<file path="config.mk">
export PLATFORM = sky130hd
export DESIGN_NAME = pipe_stage_reg
export DESIGN_NICKNAME = d
export VERILOG_FILES = /design/src/rtl/pipe_stage_reg.sv
export SDC_FILE = /design/constraint.sdc
export NUM_CORES = 1
export LEC_CHECK = 0
export ABC_AREA = 1
export BUFFER_PORTS_ARGS = -buffer_cell sky130_fd_sc_hd__buf_2
export CORE_UTILIZATION = 44
export CTS_CLUSTER_SIZE = 24
export DETAILED_ROUTE_END_ITERATION = 8
export PLACE_DENSITY = 0.86
export SLEW_MARGIN = 20
export SYNTH_ARGS = -nofsm -noshare
export SYNTH_HDL_FRONTEND = slang
export SYNTH_SLANG_ARGS = --single-unit
</file>
<file path="constraint.sdc">
create_clock -name clock -period 1.35 [get_ports clock]
set_clock_uncertainty 0.1 [all_clocks]
set_input_delay 0.2025 -clock clock [delete_from_list [all_inputs] [get_ports clock]]
set_output_delay 0.2025 -clock clock [all_outputs]
set_load 0.005 [all_outputs]
</file>
<file path="src/rtl/pipe_stage_reg.sv">
// Inter-stage pipeline register (IF/ID, ID/EX, EX/MEM, MEM/WB) with valid, stall/flush and perf counters.
// Latency 1 cycle; stall holds the entry, flush or an invalid load inserts an all-zero bubble.
module pipe_stage_reg #(
  parameter int DATA_W        = 32,
  parameter int CTRL_W        = 4,
  parameter int REG_W         = 5,
  parameter int RW_BIT        = 0,
  parameter int ZERO_SUPPRESS = 1,
  parameter int CNT_W         = 16
) (
  input  logic              clock,
  input  logic              reset,
  input  logic              stall,
  input  logic              flush,
  input  logic              cnt_clr,
  input  logic              in_valid,
  input  logic [DATA_W-1:0] in_data,
  input  logic [CTRL_W-1:0] in_ctrl,
  input  logic [REG_W-1:0]  in_rs,
  input  logic [REG_W-1:0]  in_rt,
  input  logic [REG_W-1:0]  in_rd,
  output logic              out_valid,
  output logic [DATA_W-1:0] out_data,
  output logic [CTRL_W-1:0] out_ctrl,
  output logic [REG_W-1:0]  out_rs,
  output logic [REG_W-1:0]  out_rt,
  output logic [REG_W-1:0]  out_rd,
  output logic [CNT_W-1:0]  stall_cnt,
  output logic [CNT_W-1:0]  flush_cnt
);

  generate
    if (RW_BIT < 0 || RW_BIT >= CTRL_W || CNT_W < 1) begin : g_param_err
      $error("pipe_stage_reg: illegal parameters (need 0 <= RW_BIT < CTRL_W and CNT_W >= 1)");
    end
  endgenerate

  localparam logic [CNT_W-1:0] CNT_MAX = '1;

  logic [CTRL_W-1:0] ctrl_cap;
  logic              take_bubble;

  // A write to $zero must never reach the register file, so drop RegWrite at capture time.
  generate
    if (ZERO_SUPPRESS != 0) begin : g_zero_sup
      always_comb begin
        ctrl_cap = in_ctrl;
        if (in_rd == '0) ctrl_cap[RW_BIT] = 1'b0;
      end
    end else begin : g_no_zero_sup
      assign ctrl_cap = in_ctrl;
    end
  endgenerate

  assign take_bubble = flush || (!stall && !in_valid);

  always_ff @(posedge clock) begin
    if (reset) begin
      out_valid <= 1'b0;
      out_data  <= '0;
      out_ctrl  <= '0;
      out_rs    <= '0;
      out_rt    <= '0;
      out_rd    <= '0;
      stall_cnt <= '0;
      flush_cnt <= '0;
    end else begin
      if (take_bubble) begin
        out_valid <= 1'b0;
        out_data  <= '0;
        out_ctrl  <= '0;
        out_rs    <= '0;
        out_rt    <= '0;
        out_rd    <= '0;
      end else if (!stall) begin
        out_valid <= 1'b1;
        out_data  <= in_data;
        out_ctrl  <= ctrl_cap;
        out_rs    <= in_rs;
        out_rt    <= in_rt;
        out_rd    <= in_rd;
      end

      // Flush outranks stall, so a cycle with both counts only as a flush.
      if (cnt_clr) begin
        stall_cnt <= '0;
        flush_cnt <= '0;
      end else begin
        if (flush && flush_cnt != CNT_MAX) flush_cnt <= flush_cnt + CNT_W'(1);
        if (stall && !flush && stall_cnt != CNT_MAX) stall_cnt <= stall_cnt + CNT_W'(1);
      end
    end
  end

endmodule
</file>
==> results.toml <==
[critical_path]
crit_path_frequent_cell = "nand3_4"
cp-end-kind = "flop"
reg2reg_setup_slack_ns = -0.19
critPathMaxFanout = 6
crit_path_cell_trace = "ha_4, nand3_4, nor2_4, nand3_4, a21oi_1, nor2_1"
cp-start-kind = "flop"
crit_family = "simple AND/OR/NAND/NOR gates"
cp_data_required_time_ns = 1.50
slowest_stage = "dfxtp_4"
critPathBufInv = 0
cp_data_arrival_time_ns = 1.69
slowest_delay_ns = 0.39
crit_type = "reg2reg"

[synthesis]
synth_nets = 603
yosysMostFrequentCell = "nand2_1"
synth-compound-area-share = 0.111
syn_area_per_cell_sq_um = 6.77
yosysTopAreaCell = "dfxtp_1"
synth.area.top_cells = "dfxtp_1 46%, nand2_1 18%, a21oi_1 9.6%"
synthCells = 544
synthMuxAreaShare = 0
ys_seq_area_frac = 0.456
syn_area_sq_um = 3680
synth-adder-area-share = 0.00679
synth.distinct_cells = 25
synth_ff_type = "dfxtp_1"
synth_xor_area_frac = 0.00238
synthSimpleGateAreaFrac = 0.362
yosys_warnings = 0
synth_edf_count = 0
synth_commonest_cells = "181 x nand2_1, 84 x dfxtp_1, 83 x nor2_1, 71 x a21oi_1, 32 x nand3_1"
synth_top_area_share = 0.456
synth_top_family_by_area = "simple AND/OR/NAND/NOR gates"
async_reset_ff_frac = 0
synth_seq_cells = 84

[finish]
num_antenna_cells = 0
fillCellCount = 561
seq_area_sq_um = 1720
finish.utilization = 0.745
area_growth_pct = 65.2
layout.nets = 845
fin_cells = 896
multi_input_area_sq_um = 2190
drive_gt1_frac = 0.425

[global_routing]
track_usage = 0.298
antenna_found_initial = 0
grt_max_degree = 54
grt_pass1_vias = 4543
grt_overflow = 0
grt_pass1_wl_mm = 20.6

[place]
portBuffers = 140
dp_hpwl_mm = 8.00
place_inst = 830
place.gp.congestion = 0.932

[detailed_routing]
drc_errors = 0
firstDrtPassIters = 5
drt_iter0_drc = 293
wl_per_cell_microns = 15.2
ant_nets = 0
via_per_inst = 5.35
via_count = 4798
wirelength_mm = 13.7

[clock_network]
cts_buffers = 9
cts_tree = "done"
cts.sink_count = 84
clockBufferDepth = 2
clk_pin_slew_ns = 0.10
ctsRootBufferMaster = "clkbuf_8"
clock_latency_ns = 0.36
h-tree-depth = 3

[sta]
period_share = 1.14
hold_viol_final = 0
period_minus_slack_ns = 1.54
setup_viol = 32
tightest_slew_ns = 0.331
tns_ns = -3.43
final_max_slew_viol_count = 0
maxSlewHeadroom = 0.779
fmaxAchievable_mhz = 651
grt_setup_unrepaired = "yes"
fin_ws_ns = -0.186

[floorplan]
die-width_microns = 93.5
die_area_sq_um = 8740
start_util = 0.451
row_count = 33
core_sq_um = 8180
fp.dieH_microns = 93.5
num_io_pins = 141

[outcome]
status = "complete, but fails checks"
violations = "setup timing"

[flow_run]
maxCapViolCount = 0

[worst_hold_path]
min_path_type = "in2reg"

[power_and_ir_drop]
static-leakage-power_nw = 2.76
finalPower_mw = 5.15
cellPowerDensity_nw_per_um2 = 846
ir_worst_vdd_uv = 562
-- tightest hold or removal path: stages --
cell	delay, ns
buf_2	0.11
nand2_1	0.06
a21oi_1	0.05
-- final cells by class --
class	count	share of cell area
Sequential cell	84	0.283
Inverter	32	0.0197
Multi-Input combinational cell	409	0.360
Clock inverter	5	0.0103
Tap cell	105	0.0216
Clock buffer	11	0.0286
Timing Repair Buffer	250	0.277
-- repair_timing --
action / in CTS / in global routing
hold buffers: 44 / 0
gates resized for setup: 65 / 49
setup endpoints to repair: 33 / 32
hold endpoints to repair: 44 / 0
gates cloned: 2 / 0
setup buffers: 2 / 2
pin swaps: 24 / 21
-- placed cells by master, fill, tap and decap left out, types with 2 or more instances in the layout --
master / count
buf_6: 3
nand4_1: 5
buf_2: 140
nand3_4: 6
nor2_2: 12
nand2_4: 6
o21ai_0: 7
dfxtp_1: 62
a21oi_1: 58
nor2_1: 62
nand2_2: 15
nand3_1: 23
inv_2: 9
dfxtp_4: 5
buf_12: 3
dlygate4sd3_1: 44
dfxtp_2: 17
clkbuf_8: 9
clkbuf_16: 2
nand2_1: 163
inv_1: 22
nand3_2: 8
buf_4: 60
ha_4: 2
and2_1: 2
nor2_4: 15
nor3_2: 4
a21oi_2: 13
-- where the power goes --
part	leakage (nW)	total, mW	internal (mW)	switching, mW
clock network	0.118	2.08	1.10	0.987
logic	1.95	0.523	0.264	0.259
registers	0.693	2.54	2.51	0.0275
total	2.76	5.15	3.88	1.27
-- kinds of logic after synthesis --
group / Yosys count
compound gates: 81
xor+xnor: 1
fa+ha+maj: 2
buf+inv: 53
flops: 84
simple gates: 323
-- metrics by stage --
stage,cell area (sq um),hold slack (ns),worst slack (ns)
floorplan,3750,0.244,0.00103
global placement,4980,0.348,-0.106
detailed placement,4980,0.345,-0.162
CTS,5910,0.000541,-0.0838
global route,6090,0.00149,-0.240
finish,6090,0.0189,-0.186
-- routing by layer --
metal	GRT usage	wire [microns]
met2	0.526	6850
met3	0.0805	1260
met1	0.331	5150
met4	0.137	392
met5	0	0
-- flip-flops by register name, indices dropped and copies added (netlist names) --
register,count
out_data,32
flush_cnt,16
stall_cnt,16
out_rd,5
out_rs,5
out_rt,5
out_ctrl,4
out_valid,1
-- path summary, 6_finish.rpt --
path | startpoint | end | cells after the start
max | flush_cnt[0] | flush_cnt[15] | 6
min | in_rd[0] | out_rd[0] | 3
max reg2reg | flush_cnt[0] | flush_cnt[15] | 6
min reg2reg | out_data[3] | out_data[3] | 2
No activity file was read; power rests on OpenSTA's default activity.
